$ cat src/rtl/bird_ctrl.sv
// bird_ctrl: bird vertical motion with flap edge detection, gravity, ceiling clamp and sticky floor hit
module bird_ctrl #(
  parameter int Y_START  = 300,
  parameter int Y_MAX    = 584,
  parameter int GRAVITY  = 1,
  parameter int FLAP_VEL = -8,
  parameter int VMAX     = 10
) (
  input  logic       clk,
  input  logic       rst,
  input  logic       frame_tick,
  input  logic [1:0] state,
  input  logic       mouse_left,
  output logic [9:0] bird_y,
  output logic [5:0] bird_vel,
  output logic       hit_bound
);
  localparam logic [1:0] IDLE = 2'd0;
  localparam logic [1:0] FLY  = 2'd1;
  localparam logic [1:0] DEAD = 2'd2;
  localparam logic signed [10:0] FLAP_S = FLAP_VEL[10:0];
  localparam logic signed [10:0] GRAV_S = GRAVITY[10:0];
  localparam logic signed [10:0] VMAX_S = VMAX[10:0];
  localparam logic signed [10:0] YMAX_S = Y_MAX[10:0];
  localparam logic [9:0] Y0 = Y_START[9:0];
  logic [1:0] mode;
  logic [9:0] y_q, y_d;
  logic [5:0] vel_q, vel_d;
  logic hit_q, hit_d, pend_q, pend_d, mouse_q, pulse, flap, ceil, floor_hit;
  logic signed [10:0] v_grav, v_new, y_new;
  always_comb begin
    mode = (state == 2'b01 && !hit_q) ? FLY : (state == 2'b10 || state == 2'b01) ? DEAD : IDLE;
    pulse = mouse_left & ~mouse_q;
    flap = pend_q | pulse;
    v_grav = {{5{vel_q[5]}}, vel_q} + GRAV_S;
    v_new = flap ? FLAP_S : (v_grav > VMAX_S ? VMAX_S : v_grav);
    y_new = {1'b0, y_q} + v_new;
    ceil = y_new[10];
    floor_hit = !ceil && y_new >= YMAX_S;
    y_d = y_q;
    vel_d = vel_q;
    hit_d = hit_q;
    pend_d = pend_q;
    if (mode == IDLE) begin
      y_d = Y0;
      vel_d = '0;
      hit_d = 1'b0;
      pend_d = 1'b0;
    end else if (mode == DEAD) begin
      pend_d = 1'b0;
    end else if (!frame_tick) begin
      pend_d = flap;
    end else begin
      pend_d = 1'b0;
      y_d = ceil ? '0 : floor_hit ? YMAX_S[9:0] : y_new[9:0];
      vel_d = (ceil || floor_hit) ? '0 : v_new[5:0];
      hit_d = floor_hit;
    end
  end
  always_ff @(posedge clk or negedge rst) begin
    if (!rst) begin
      y_q <= Y0;
      vel_q <= '0;
      hit_q <= 1'b0;
      pend_q <= 1'b0;
      mouse_q <= 1'b0;
    end else begin
      y_q <= y_d;
      vel_q <= vel_d;
      hit_q <= hit_d;
      pend_q <= pend_d;
      mouse_q <= mouse_left;
    end
  end
  assign bird_y = y_q;
  assign bird_vel = vel_q;
  assign hit_bound = hit_q;
endmodule

$ cat config.mk
export PLATFORM = sky130hd
export DESIGN_NAME = bird_ctrl
export DESIGN_NICKNAME = d
export VERILOG_FILES = /design/src/rtl/bird_ctrl.sv
export SDC_FILE = /design/constraint.sdc
export NUM_CORES = 1
export LEC_CHECK = 0
export CORE_MARGIN = 4
export CORE_UTILIZATION = 32
export CTS_CLUSTER_DIAMETER = 60
export DETAILED_ROUTE_END_ITERATION = 12
export GPL_TIMING_DRIVEN = 0
export PLACE_DENSITY_LB_ADDON = 0.12
export SYNTH_ARGS = -nofsm -noshare
export SYNTH_HDL_FRONTEND = slang
export SYNTH_SLANG_ARGS = --single-unit
$ cat constraint.sdc
create_clock -name clk -period 4.5 [get_ports clk]
set_clock_uncertainty 0.15 [all_clocks]
set_input_delay 0.9 -clock clk [delete_from_list [all_inputs] [get_ports clk]]
set_output_delay 0.9 -clock clk [all_outputs]
set_load 0.1 [all_outputs]
==> impl_metrics.toml, run 1 <==
[status]
status = "complete, no violations"

[clock_network]
root_buffer = "clkbuf_8"
path_clk_slew_ns = 0.08
clk_path_buf_depth = 2
cts_max_level = 1
cts_tree = "done"
cts_sinks = 19
cts_buffers = 3
ctsHoldBuffers = 0
clk_latency_ns = 0.26

[setup_path]
worstReg2RegEnd = "bird_vel[5]"
r2r-start = "bird_vel[0]"
criticalPathCategory = "flop to flop"
required_ns = 4.50
worstPathCellList = "ha_1 > nand3_1 > xor2_1 > o21ai_0 > a221oi_1 > nand2_1 > nor2_1 > ha_1 > inv_1 > fa_1 > nand2b_1 > a21o_1 > a21oi_1 > xnor2_1 > a31oi_2 > nor2_4 > a22o_1"
slowest_delay_ns = 0.48
end_kind = "flop"
crit_fanout = 8
worst_path_max_delay_cell = "dfrtp_2"
rrSetupSlack_ns = 0.39
cp_top_family = "compound AO/OA/AOI/OAI gates"
crit_buf_inv = 1
rr_worst_depth = 17
critPathArrivalTime_ns = 4.11
startpoint = "bird_vel[0]"
crit_path_start_kind = "flop"
cp_common_cell = "ha_1"

[timing]
rsz0062_at_grt = "no"
max_freq_ghz = 0.243
layout_min_cycle_time_ns = 4.11
relSlewSlack_pct = 34.2
final_hold_viol_count = 0
fin_setup_tns_ns = 0
post-route-period-util_pct = 91.3
final_max_slew_viol_count = 0
worst_slew_pin_slew_ns = 0.984
setup_viol_count_final = 0

[layout]
final_nets = 229
drive_above_1_share_pct = 10.1
final_cell_area_sq_um = 1940
insertedDiodeCount = 0
area_delta_synth_final_pct = 23.5

[synth]
synth_edf_count = 0
synth-xor-area-share_pct = 6.15
syn_area_per_cell_sq_um = 8.71
synth_fa_ha_area_share_pct = 12.5
synth_area_sq_um = 1570
synth_cell_type_count = 46
synth_compound_area_share_pct = 27.9
netlist_top_cells_count = "17 x nand2_1, 15 x dfrtp_1, 14 x ha_1, 14 x inv_1, 11 x o21ai_0"
postSynthCellCount = 180
synthesis.nets = 201
ys_async_sr_fraction_pct = 100
ys_warn_count = 0
synthSimpleGateAreaFrac_pct = 18.0
synth_top_cell_by_area = "dfrtp_1"
synth_top_family_by_area = "compound AO/OA/AOI/OAI gates"
synth_most_common_cell = "nand2_1"
muxShareOfSynthArea_pct = 0
synth_seq_cells = 19
synth_top_area_share_pct = 23.9
synthFlopType = "dfrtp_1"
synth_area_leaders = "dfrtp_1 24%, ha_1 11%, dfstp_2 6.7%, nand2_1 4.1%, xnor2_1 3.9%"
ys_seq_area_share_pct = 30.6

[floorplanning]
start_util_pct = 33.2
dieHeight_microns = 78.0
core_region_area_sq_um = 4720
die_w_microns = 78.0
die_area_sq_um = 6080
pin_count = 23
rows = 25

[placement]
gp_congestion = 0.824
post-dp-hpwl_mm = 3.15
place_area_sq_um = 1870
io_buffers = 22

[min_path]
holdCritPathClass = "flop to flop"
hold_path_depth = 2
min_to = "bird_y[4]"
worstHoldStart = "bird_y[4]"

[routing]
route.met2.wl_mm = 1.90
drt_wl_total_mm = 3.99
top_layer_used = "met4"
drtIter0Drc = 69
drc = 0
dr.pass1.iters = 4
vias = 1392
met1_length_mm = 1.93
viasPerCell = 5.08
wl_met3_microns = 112
routedWlPerCell_microns = 14.6
ant_nets = 0

[pwr]
sw_frac_of_total_pct = 50.6
p_comb_share_pct = 61.2
p_leak_nw = 0.828
cell_internal_pwr_uw = 440
p_per_area_nw_per_um2 = 460
clkPwrFrac_pct = 13.7
switchingPower_uw = 451
p_seq_share_pct = 25.1
irDropWorstVdd_v = 0.000140

[run]
cap_violations = 0

[global_route]
grt_overflow = 0
grt_max_degree = 20
grt_pass1_wl_mm = 6.87
grt_use_total_pct = 13.9
grt_pass1_vias = 1390
antenna_found_initial = 0
-- power by group through the flow --
| stage | registers [mW] | clock network (mW) | logic [mW] |
|---|---|---|---|
| finish | 0.224 | 0.122 | 0.545 |
| global route | 0.228 | 0.132 | 0.590 |
| CTS | 0.224 | 0.125 | 0.539 |
| detailed placement | 0.227 | 0 | 0.538 |
| global placement | 0.227 | 0 | 0.530 |
| floorplan | 0.381 | 0 | 0.262 |
-- worst register-to-register path: cells and delay by family (launching register included) --
kind | cells | cell delay (ns)
flip-flops | 1 | 0.48
adder cells (fa/ha/maj) | 3 | 0.87
buffers and inverters | 1 | 0.06
AO/OA/AOI/OAI | 6 | 1.42
AND/OR/NAND/NOR | 5 | 0.72
XOR/XNOR | 2 | 0.31
-- state kept, by name (all words and copies together), names as in the netlist --
name	flops
bird_y	10
bird_vel	6
hit_bound	1
mouse_q	1
pend_q	1
-- repair_timing --
item,in CTS,in global routing
setup endpoints to repair,0,13
resized for setup,0,2
buffers inserted,0,1
hold endpoints to repair,0,0
-- per-stage QoR --
stage	setup slack [ns]	hold slack [ns]	util (%)	power [mW]	std cells
5_1_grt	0.0125	0.418	41.0	0.950	274
4_1_cts	0.272	0.390	40.6	0.889	273
3_3_place_gp	0.0975	0.372	39.7	0.757	269
6_report	0.392	0.381	41.0	0.891	274
2_1_floorplan	0.0513	0.429	-	0.643	180
3_5_place_dp	0.0416	0.372	39.7	0.765	269
-- cell usage in the layout (no fill, tap or decap), types with 7 or more instances in the layout --
master / instances
nor2_1: 9
a21oi_1: 10
clkdlybuf4s50_1: 22
dfrtp_1: 14
nand2_1: 17
xnor2_1: 7
o21ai_0: 11
inv_1: 14
o21ai_1: 9
ha_1: 14
-- cells by family after synthesis --
group	count (synthesis)
xor+xnor	11
flops	19
buf+inv	19
fa+ha+maj	15
simple gates	54
compound gates	62
-- layer usage --
layer | vias to the layer above | track usage [%]
met5 | - | 0
met4 | 0 | 4.20
met3 | 5 | 1.62
met2 | 19 | 23.2
met1 | 659 | 18.8
li1 | 709 | -
-- how the worst max path moves through the flow --
| stage | to | cells after the start | slack [ns] |
|---|---|---|---|
| 2_1_floorplan | bird_vel[2] | 17 | 0.05 |
| 3_3_place_gp | bird_y[0] | 14 | 0.1 |
| 3_5_place_dp | bird_y[0] | 14 | 0.04 |
| 4_1_cts | bird_vel[5] | 17 | 0.27 |
| 5_1_grt | bird_vel[3] | 17 | 0.01 |
| 6_report | bird_vel[5] | 17 | 0.39 |
-- final cells by class --
class	count	area, sq um
Timing Repair Buffer	23	228
Inverter	14	52.6
Sequential cell	19	482
Clock buffer	4	45.0
Multi-Input combinational cell	142	1020
Fill cell	471	2790
Tap cell	67	83.8
Buffer	5	23.8
No activity file was read; power rests on OpenSTA's default activity.
==> run 2: changes to the inputs <==
--- a/config.mk
+++ b/config.mk
@@ -5,6 +5,7 @@
 export SDC_FILE = /design/constraint.sdc
 export NUM_CORES = 1
 export LEC_CHECK = 0
+export ABC_CLOCK_PERIOD_IN_PS = 4500
 export CORE_MARGIN = 4
 export CORE_UTILIZATION = 32
 export CTS_CLUSTER_DIAMETER = 60
==> results of run 2 <==
The final DEF is identical to that of run 1; final timing and power are the same.
